--- config.mk ---
export PLATFORM = sky130hd
export DESIGN_NAME = mem_arbiter_rr
export DESIGN_NICKNAME = d
export VERILOG_FILES = /design/src/rtl/mem_arb_pkg.sv /design/src/rtl/mem_arbiter_rr_picker.sv /design/src/rtl/mem_arbiter_rr.sv
export SDC_FILE = /design/constraint.sdc
export NUM_CORES = 1
export LEC_CHECK = 0
export CAP_MARGIN = 0
export CORE_AREA = 2 2 287 289
export CTS_BUF_LIST = sky130_fd_sc_hd__clkbuf_4 sky130_fd_sc_hd__clkbuf_8
export DETAILED_ROUTE_END_ITERATION = 8
export DIE_AREA = 0 0 289 291
export PLACE_DENSITY = 0.37
export SYNTH_ARGS = -nofsm -noshare
export SYNTH_HDL_FRONTEND = slang
export SYNTH_SLANG_ARGS = --single-unit
export TNS_END_PERCENT = 5
--- constraint.sdc ---
create_clock -name clk -period 1.6 [get_ports clk]
set_input_delay 0.16 -clock clk [delete_from_list [all_inputs] [get_ports clk]]
set_output_delay 0.16 -clock clk [all_outputs]
set_load 0.1 [all_outputs]
--- src/rtl/mem_arb_pkg.sv ---
// rtl/mem_arb_pkg.sv - shared types and defaults for the round-robin memory arbiter
//
// Purpose: arbiter FSM state encoding, memory op encoding, default line/address
//          widths, statistics counter width and a saturating increment helper.
// Ports:   none (package).

package mem_arb_pkg;

  typedef enum logic [1:0] {
    IDLE,
    BUSY,
    RESP
  } arb_state_t;

  typedef enum logic {
    OP_RD,
    OP_WR
  } mem_op_t;

  localparam int LINE_W = 128;
  localparam int ADDR_W = 28;
  localparam int STAT_W = 16;

  function automatic logic [STAT_W-1:0] sat_inc(input logic [STAT_W-1:0] v);
    return (v == '1) ? v : v + 1'b1;
  endfunction

endpackage

--- src/rtl/mem_arbiter_rr_picker.sv ---
// rtl/mem_arbiter_rr_picker.sv - combinational round-robin requester picker
//
// Purpose: returns the first asserted request at or after ptr, wrapping
//          NUM_CH-1 -> 0.
// Ports:
//   req    in   NUM_CH   request vector
//   ptr    in   IDX_W    search start index
//   grant  out  IDX_W    chosen channel index (0 when valid is low)
//   valid  out  1        at least one request present

module rr_picker #(
  parameter int NUM_CH = 2,
  parameter int IDX_W  = 1
) (
  input  logic [NUM_CH-1:0] req,
  input  logic [IDX_W-1:0]  ptr,
  output logic [IDX_W-1:0]  grant,
  output logic              valid
);

  localparam logic [IDX_W:0] NUM_CH_W = (IDX_W+1)'(NUM_CH);

  // One extra bit so ptr+k never overflows before the modulo fold.
  logic [IDX_W:0] cand;

  always_comb begin
    grant = '0;
    valid = 1'b0;
    cand  = '0;
    for (int k = 0; k < NUM_CH; k++) begin
      cand = {1'b0, ptr} + (IDX_W+1)'(k);
      if (cand >= NUM_CH_W) begin
        cand = cand - NUM_CH_W;
      end
      if (!valid && req[cand[IDX_W-1:0]]) begin
        valid = 1'b1;
        grant = cand[IDX_W-1:0];
      end
    end
  end

endmodule

--- src/rtl/mem_arbiter_rr.sv ---
// rtl/mem_arbiter_rr.sv - round-robin merge of cache-miss ports onto one memory line port
//
// Purpose: NUM_CH cache channels share one slow memory. One transaction in
//          flight; IDLE samples requests and grants round-robin, BUSY waits for
//          mem_ready, RESP pulses ch_ready and advances the pointer. Read data
//          is registered and broadcast to all channels.
// Optional build macro: MEMARB_STATS_EN adds grant/conflict counters.
// Ports:
//   clk            in   1               rising-edge clock
//   proc_reset     in   1               synchronous active-high reset
//   ch_read        in   NUM_CH          per-channel read request (level)
//   ch_write       in   NUM_CH          per-channel write request (level, wins over read)
//   ch_addr        in   NUM_CH*ADDR_W   channel i at [i*ADDR_W +: ADDR_W]
//   ch_wdata       in   NUM_CH*LINE_W   channel i at [i*LINE_W +: LINE_W]
//   ch_rdata       out  LINE_W          registered read line
//   ch_ready       out  NUM_CH          one-cycle completion pulse
//   mem_read       out  1               memory read request (level)
//   mem_write      out  1               memory write request (level)
//   mem_addr       out  ADDR_W          memory line address
//   mem_wdata      out  LINE_W          memory write line
//   mem_rdata      in   LINE_W          memory read line, valid with mem_ready
//   mem_ready      in   1               memory completion pulse
//   stat_grants    out  NUM_CH*16       (MEMARB_STATS_EN) saturating per-channel grants
//   stat_conflicts out  16              (MEMARB_STATS_EN) saturating contended IDLE cycles

module mem_arbiter_rr #(
  parameter int NUM_CH = 2,
  parameter int ADDR_W = mem_arb_pkg::ADDR_W,
  parameter int LINE_W = mem_arb_pkg::LINE_W
) (
  input  logic                     clk,
  input  logic                     proc_reset,
  input  logic [NUM_CH-1:0]        ch_read,
  input  logic [NUM_CH-1:0]        ch_write,
  input  logic [NUM_CH*ADDR_W-1:0] ch_addr,
  input  logic [NUM_CH*LINE_W-1:0] ch_wdata,
  output logic [LINE_W-1:0]        ch_rdata,
  output logic [NUM_CH-1:0]        ch_ready,
  output logic                     mem_read,
  output logic                     mem_write,
  output logic [ADDR_W-1:0]        mem_addr,
  output logic [LINE_W-1:0]        mem_wdata,
  input  logic [LINE_W-1:0]        mem_rdata,
  input  logic                     mem_ready
`ifdef MEMARB_STATS_EN
  ,
  output logic [NUM_CH*mem_arb_pkg::STAT_W-1:0] stat_grants,
  output logic [mem_arb_pkg::STAT_W-1:0]        stat_conflicts
`endif
);

  import mem_arb_pkg::*;

  localparam int IDX_W = (NUM_CH > 1) ? $clog2(NUM_CH) : 1;

  arb_state_t        state_q, state_d;
  logic [IDX_W-1:0]  ptr_q;
  logic [IDX_W-1:0]  grant_q;
  logic [IDX_W-1:0]  pick_idx;
  logic              pick_valid;
  logic [NUM_CH-1:0] req;
  logic [ADDR_W-1:0] sel_addr;
  logic [LINE_W-1:0] sel_wdata;
  mem_op_t           sel_op;
  logic              grant_fire;
  logic              mem_done;

  assign req = ch_read | ch_write;

  rr_picker #(
    .NUM_CH (NUM_CH),
    .IDX_W  (IDX_W)
  ) u_picker (
    .req   (req),
    .ptr   (ptr_q),
    .grant (pick_idx),
    .valid (pick_valid)
  );

  // Select the picked channel's address, data and op.
  always_comb begin
    sel_addr  = '0;
    sel_wdata = '0;
    sel_op    = OP_RD;
    for (int i = 0; i < NUM_CH; i++) begin
      if (pick_idx == IDX_W'(i)) begin
        sel_addr  = ch_addr[i*ADDR_W +: ADDR_W];
        sel_wdata = ch_wdata[i*LINE_W +: LINE_W];
        // A channel raising both read and write is served as a write only.
        sel_op    = ch_write[i] ? OP_WR : OP_RD;
      end
    end
  end

  always_comb begin
    state_d    = state_q;
    grant_fire = 1'b0;
    mem_done   = 1'b0;
    case (state_q)
      IDLE: begin
        if (pick_valid) begin
          grant_fire = 1'b1;
          state_d    = BUSY;
        end
      end
      BUSY: begin
        if (mem_ready) begin
          mem_done = 1'b1;
          state_d  = RESP;
        end
      end
      RESP:    state_d = IDLE;
      default: state_d = IDLE;
    endcase
  end

  always_ff @(posedge clk) begin
    if (proc_reset) begin
      state_q <= IDLE;
    end else begin
      state_q <= state_d;
    end
  end

  always_ff @(posedge clk) begin
    if (proc_reset) begin
      ptr_q     <= '0;
      grant_q   <= '0;
      mem_read  <= 1'b0;
      mem_write <= 1'b0;
      mem_addr  <= '0;
      mem_wdata <= '0;
      ch_rdata  <= '0;
      ch_ready  <= '0;
    end else begin
      ch_ready <= '0;
      if (grant_fire) begin
        grant_q   <= pick_idx;
        mem_addr  <= sel_addr;
        mem_wdata <= sel_wdata;
        mem_read  <= (sel_op == OP_RD);
        mem_write <= (sel_op == OP_WR);
      end
      if (mem_done) begin
        ch_rdata  <= mem_rdata;
        mem_read  <= 1'b0;
        mem_write <= 1'b0;
        for (int i = 0; i < NUM_CH; i++) begin
          ch_ready[i] <= (grant_q == IDX_W'(i));
        end
      end
      // Pointer moves past the served channel only once it has been answered.
      if (state_q == RESP) begin
        ptr_q <= (grant_q == IDX_W'(NUM_CH-1)) ? '0 : grant_q + 1'b1;
      end
    end
  end

`ifdef MEMARB_STATS_EN
  always_ff @(posedge clk) begin
    if (proc_reset) begin
      stat_grants    <= '0;
      stat_conflicts <= '0;
    end else begin
      for (int i = 0; i < NUM_CH; i++) begin
        if (grant_fire && pick_idx == IDX_W'(i)) begin
          stat_grants[i*STAT_W +: STAT_W] <= sat_inc(stat_grants[i*STAT_W +: STAT_W]);
        end
      end
      if (state_q == IDLE && $countones(req) > 1) begin
        stat_conflicts <= sat_inc(stat_conflicts);
      end
    end
  end
`endif

endmodule

== Yosys cells after proc, flatten, opt, wreduce, memory -nomap -nowiden ==
Cells that the tools add are included.
Storage, ports and cells
  register bits after elaboration: 292
  bits in latches: 0
  RAM bits: 0
  memory bits (read-only): 0
  input bits: 447
  output and inout bits: 288
  word-level logic and storage cells: 54
  memories kept: 0
Operators by class
  add/subtract/negate cells: 4
  multipliers: 0
  divide/modulo/power cells: 0
  magnitude comparators: 4
  equal/unequal tests: 4
  shifts and indexed selects: 0
  mux-type cells: 23
  bitwise gates (word level): 4
  reductions and logical operators: 6
Operators with widths (number)
  $mux 128: 1
  $mux 28: 1
  $mux 1: 18
  $lt 1x2->1 const B: 2
  $mux 2: 2
  $ne 2x2->1 const B: 2
  $pmux 2 s2: 1
  $reduce_or 2->1: 2
  $not 1->1: 3
  $add 1x1->2 const B: 1
  $eq 2x1->1 const B: 1
  $eq 2x2->1 const B: 1
  $ge 1x2->1 const B: 1
  $ge 2x2->1 const B: 1
  $logic_not 2->1: 1
  $or 2x2->2: 1
  $reduce_and 2->1: 1
  $sub 1x1->1 const B: 2
  $add 1x1->1 const B: 1
  $logic_and 1x1->1: 1
  $logic_not 1->1: 1

== Longest topological paths before layout ==
  depth after elaboration: 10
  depth in mapped cells: 7
  mapped depth without buffers: 4

== Cells and area by module ==
A second synthesis with hierarchy kept.
Second synthesis, totals
  cell total of the unflattened synthesis: 1011
  area, all modules: 11447.2 µm²
By module, submodules not included
  mem_arbiter_rr: times used 1, cells an instance 1008, area an instance 11429.7 µm², seq. area each 5845.6 µm²
  rr_picker: times used 1, cells an instance 3, area an instance 17.5 µm², seq. area each 0.0 µm²

== Least setup slack after synthesis ==
OpenSTA, ideal clock, no wires.
  path type: reg-to-reg
  from: register ptr_q
  to: register mem_addr[0]
  setup time: 0.081 ns
  arrival: 1.340 ns
  data required time: 1.519 ns
  path slack: 0.179 ns
  stages on the path, launching flop included: 7
  buffers on the path: 2
  period minus slack after synthesis: 1.421 ns
  cells stage by stage: dfxtp_1 > o21bai_1 > and2b_1 > buf_4 > buf_1 > a21oi_1 > a211oi_2
Between the ends
  cells in the longest elaborated chain, start to end: 10
  elaborated cells on any way between the ends: 20
  classes of those cells: 3 x add/sub; 2 x order compare; 13 x mux; 2 x reduce/logical
RTL lines
  from (decl): line mem_arbiter_rr.sv:57  | logic [IDX_W-1:0] ptr_q;
  from (signal assigned): line mem_arbiter_rr.sv:154  | ptr_q <= (grant_q == IDX_W'(NUM_CH-1)) ? '0 : grant_q + 1'b1;
  $ge 1x2->1 or $sub 1x1->1 (tied branches): line mem_arbiter_rr_picker.sv:32, mem_arbiter_rr_picker.sv:33
  $mux 1: line mem_arbiter_rr_picker.sv:32  | if (cand >= NUM_CH_W) begin
  $mux 1 (implied by the code) (2 in a row): line mem_arbiter_rr_picker.sv:35  | if (!valid && req[cand[IDX_W-1:0]]) begin
  $mux 1: line mem_arbiter_rr_picker.sv:35
  $logic_not 1->1: line mem_arbiter_rr_picker.sv:35
  $logic_and 1x1->1: line mem_arbiter_rr_picker.sv:35
  $mux 1: line mem_arbiter_rr_picker.sv:35
  $mux 1: line mem_arbiter_rr.sv:101  | if (pick_valid) begin
  $mux 1: line mem_arbiter_rr.sv:99  | case (state_q)
  to (signal assigned): line mem_arbiter_rr.sv:139  | mem_addr <= sel_addr;
  to (decl): line mem_arbiter_rr.sv:41  | output logic [ADDR_W-1:0] mem_addr,
Parallel ways exist; a longest one is shown, timed or not. The select of a mux whose other input is x is not followed.
A chain may end at the register's enable or synchronous reset.

== Final worst setup path ==
  from: register state_q[1]
  to: register mem_wdata[123]
Between the ends
  cells in the longest elaborated chain, start to end: 2
RTL lines
  from (decl): line mem_arbiter_rr.sv:56  | arb_state_t state_q, state_d;
  from (signal assigned): line mem_arbiter_rr.sv:121  | state_q <= state_d;
  $logic_not 2->1: line mem_arbiter_rr.sv:99
  $mux 1: line mem_arbiter_rr.sv:99
  to (signal assigned): line mem_arbiter_rr.sv:140  | mem_wdata <= sel_wdata;
  to (decl): line mem_arbiter_rr.sv:42  | output logic [LINE_W-1:0] mem_wdata,
Every way passes these cells.

==> metrics.md <==
| Metric | Value |
|---|---|
| Initial Utilization | `between 10% and 20%` |
| Path category of the worst min-delay check | `input port to flip-flop` |
| Placed insts | `2,986` |
| Chip width | `just under 300 um` |
| Setup violations, final | `1` |
| Post-Synthesis Net Count | `1,637` |
| Fin Setup TNS | `-0.00566 ns` |
| Area share of the leading cell type in the synthesized netlist | `53.6%` |
| Failing checks | `setup timing` |
| Top Family by Delay on Critical Path | `compound AO/OA/AOI/OAI gates` |
| Total die area | `0.0841 mm2` |
| CP Class | `flip-flop to flip-flop` |
| Setup repair after global routing missed its margin | `yes` |
| Synth Cell Area | `0.0109 mm2` |
| Primary flip-flop cell chosen by synthesis mapping | `dfxtp_1` |
| Dominant cell type by area after synthesis | `dfxtp_1` |
| Fraction of synthesis flops using an asynchronous set or reset pin | `0%` |
| Peak per-stage delay on the critical path | `0.33 ns` |
| Crit path depth | `6` |
| Top cells by instance count after synthesis | `dfxtp_1, a21oi_1, nor2_1` |
| Worst vdd ir | `0.482 mV` |
| Count of final max-slew check failures | `0` |
| Synth unique cells | `26` |
| CP Buf/Inv Count | `3` |
| Result of the run | `finished with violations` |
| RePlAce Congestion | `slightly above 0.8` |
| Post-synthesis cell count | `1,190` |
| Count of maximum capacitance violations | `0` |
| Clock root buffer | `clkbuf_8` |
| Tmin final | `1.61 ns` |
| DRC viols | `0` |
| Sum of internal, switching and leakage power | `0.0305 W` |
| Avg Inst Size Synth | `between 9 and 10 um2` |
| Worst Hold Depth | `3` |
| Highest Clock Rate | `623 MHz` |
| Via count of the first global-routing pass | `approximately 13,000` |
| Most used standard cell by instance count after synthesis | `dfxtp_1` |
| GRT Total Usage | `15.0%` |
| Critical-path maximum fanout | `18` |
| Final worst-path cycle share | `100%` |
| Worst setup EP type | `flip-flop` |
| Vertical extent of the die | `between 200 and 300 um` |
| Required time at the endpoint of the critical path | `roughly 2.1 ns` |
| Count of buffers inserted at the top-level ports | `734` |
| Final HPWL DP | `51,400 um` |
| Worst-path cell with the longest stage delay | `dfxtp_1` |
| Pin count of the biggest net entering global routing | `108` |
| Worst Slack Setup Final | `-0.00566 ns` |
| Data arrival time of the worst path | `2.08 ns` |
| CTS HTree Levels | `3` |
| Layout net count | `2,479` |
| Power per cell area | `1190 mW/mm2` |
| Insertion delay to the later sink of the worst-skew pair | `0.63 ns` |
| Worst-margin pin slew | `0.814 ns` |
| Grt total ovfl | `0` |
| Cells along the critical path | `buf_12, a211o_4, buf_12, buf_4, a21oi_1, a211oi_2` |
| Global-route wire length before repair | `92,000 um` |
| Multi-input logic area | `around 0.0048 mm2` |
| Max Root-Sink Buffers | `3` |
| Filler Cell Count | `8,362` |
| Worst setup SP type | `flip-flop` |
| Fraction of layout instances using a drive strength above 1 | `29.5%` |
| Seq cells post-synth | `292` |
| Post-Route WL | `66,900 um` |
| Total area of sequential cells | `approximately 0.0058 mm2` |
| Clock edge transition at the registers on the reported setup and hold paths | `roughly 0.060 ns` |
| Average via count per standard cell | `3.94` |
| Leak | `10.2 nW` |
| Routed Antenna Nets | `0` |
| Worst max-slew margin expressed relative to the limit | `45.7%` |
| Post-synth EDFFs | `0` |
| Top cells by area, synth | `dfxtp_1, a22o_1, a211oi_1` |
| Inserted Clock Buffers | `66` |
| Final Non-Filler Cells | `3,167` |
| Starting DRC count in detailed routing | `428` |
| Clock Sinks | `292` |
| Count of boundary I/O pins | `735` |
| First-pass DRT Iterations | `5` |
| Final hold violation count | `0` |
| Warnings from Yosys | `0` |
| Routed WL per cell | `21.1 um` |
| Placement Rows | `between 100 and 150` |
| Fin Clk Skew | `between 0.03 and 0.04 ns` |
| Layout Area Growth over Synthesis | `135%` |
| Number of cells traversed by the worst register-to-register path | `6` |
| CTS tree | `built` |
| Share of synthesized area occupied by flip-flops and latches | `53.6%` |
| Detailed-route via count | `12,474` |
| Antenna violations before repair | `22` |
| Core box area | `0.0812 mm2` |
| CP dominant cell by count | `buf_12` |
## cell usage in the layout, fill, tap and decap left out, drive strengths merged, types with 2 or more instances in the layout
master and instances:
a211oi 157, a21oi 161, a22o 128, buf 410
bufinv 3, clkbuf 111, clkdlybuf4s50 445, clkinv 4
clkinvlp 2, dfxtp 292, diode 13, dlygate4sd3 31
inv 7, nand2 158, nor2 159, o21ai 3
## repair_timing
action	CTS	global route
resized for setup	3	58
setup buffers	3	10
pin swaps	4	11
hold endpoints to repair	38	0
hold buffers	31	0
endpoints found under the setup margin	38	109
cloned	0	5
## final timing paths
kind	startpoint	endpoint	slack, ns
worst min register to register	mem_wdata[76]	mem_wdata[76]	0.53
worst max register to register	state_q[1]	mem_wdata[123]	-0.006
worst max-delay path	state_q[1]	mem_wdata[123]	-0.006
worst min-delay path	ch_wdata[16]	mem_wdata[16]	0.08
## state kept, by name, indices dropped and copies added, names as in the netlist
name and cells:
mem_wdata 128, ch_ready 2, ch_rdata 128, mem_read 1, mem_write 1, state_q 2
grant_q 1, ptr_q 1, mem_addr 28
## layout make-up
| cell class | instances | area share [%] |
|---|---|---|
| multi-input cells | 779 | 18.6 |
| flip-flops and latches | 292 | 22.8 |
| clock buffers | 107 | 5.30 |
| inverters | 3 | 0.0439 |
| diodes | 13 | 0.127 |
| well taps | 1070 | 5.22 |
| clock inverters | 13 | 0.786 |
| repair buffers | 890 | 47.1 |
## per-layer routing
| metal | global-route usage, % | vias up | part of all wire (%) |
|---|---|---|---|
| li1 | - | 5969 | - |
| met1 | 16.7 | 5909 | 38 |
| met2 | 25.8 | 473 | 51 |
| met3 | 5.16 | 107 | 8.1 |
| met4 | 6.03 | 16 | 3.0 |
| met5 | 0 | - | 0.16 |
## report_power, final
group / switching, W / internal [W]
clock: 0.00406 / 0.00594
combinational: 0.00710 / 0.00475
sequential: 0.000737 / 0.00796
total: 0.0119 / 0.0186
## worst min-delay path, stage by stage
cell and delay (ns):
clkdlybuf4s50_1 0.40, nand2_1 0.06, a211oi_1 0.05
## metrics by stage
stage,instance area (um2),hold slack [ns],util [%],setup slack [ns]
global route,25600,0.0202,31.6,-0.0465
global placement,23200,0.519,28.6,-0.433
detailed placement,23200,0.527,28.6,-0.443
floorplan,10900,0.285,-,0.179
CTS,25200,0.00146,31.0,0.000758
finish,25600,0.0846,31.6,-0.00566
## cell families (layout without fill, tap and decap cells)
kind of cell	Yosys count	after routing	synth area share (%)
and+or+nand+nor	326	326	11.4
other	0	13	0
DFF	292	292	53.6
buffers and inverters	119	1013	4.89
AOI/OAI and AO/OA	453	453	30.1
(Power assumes the default switching activity.)
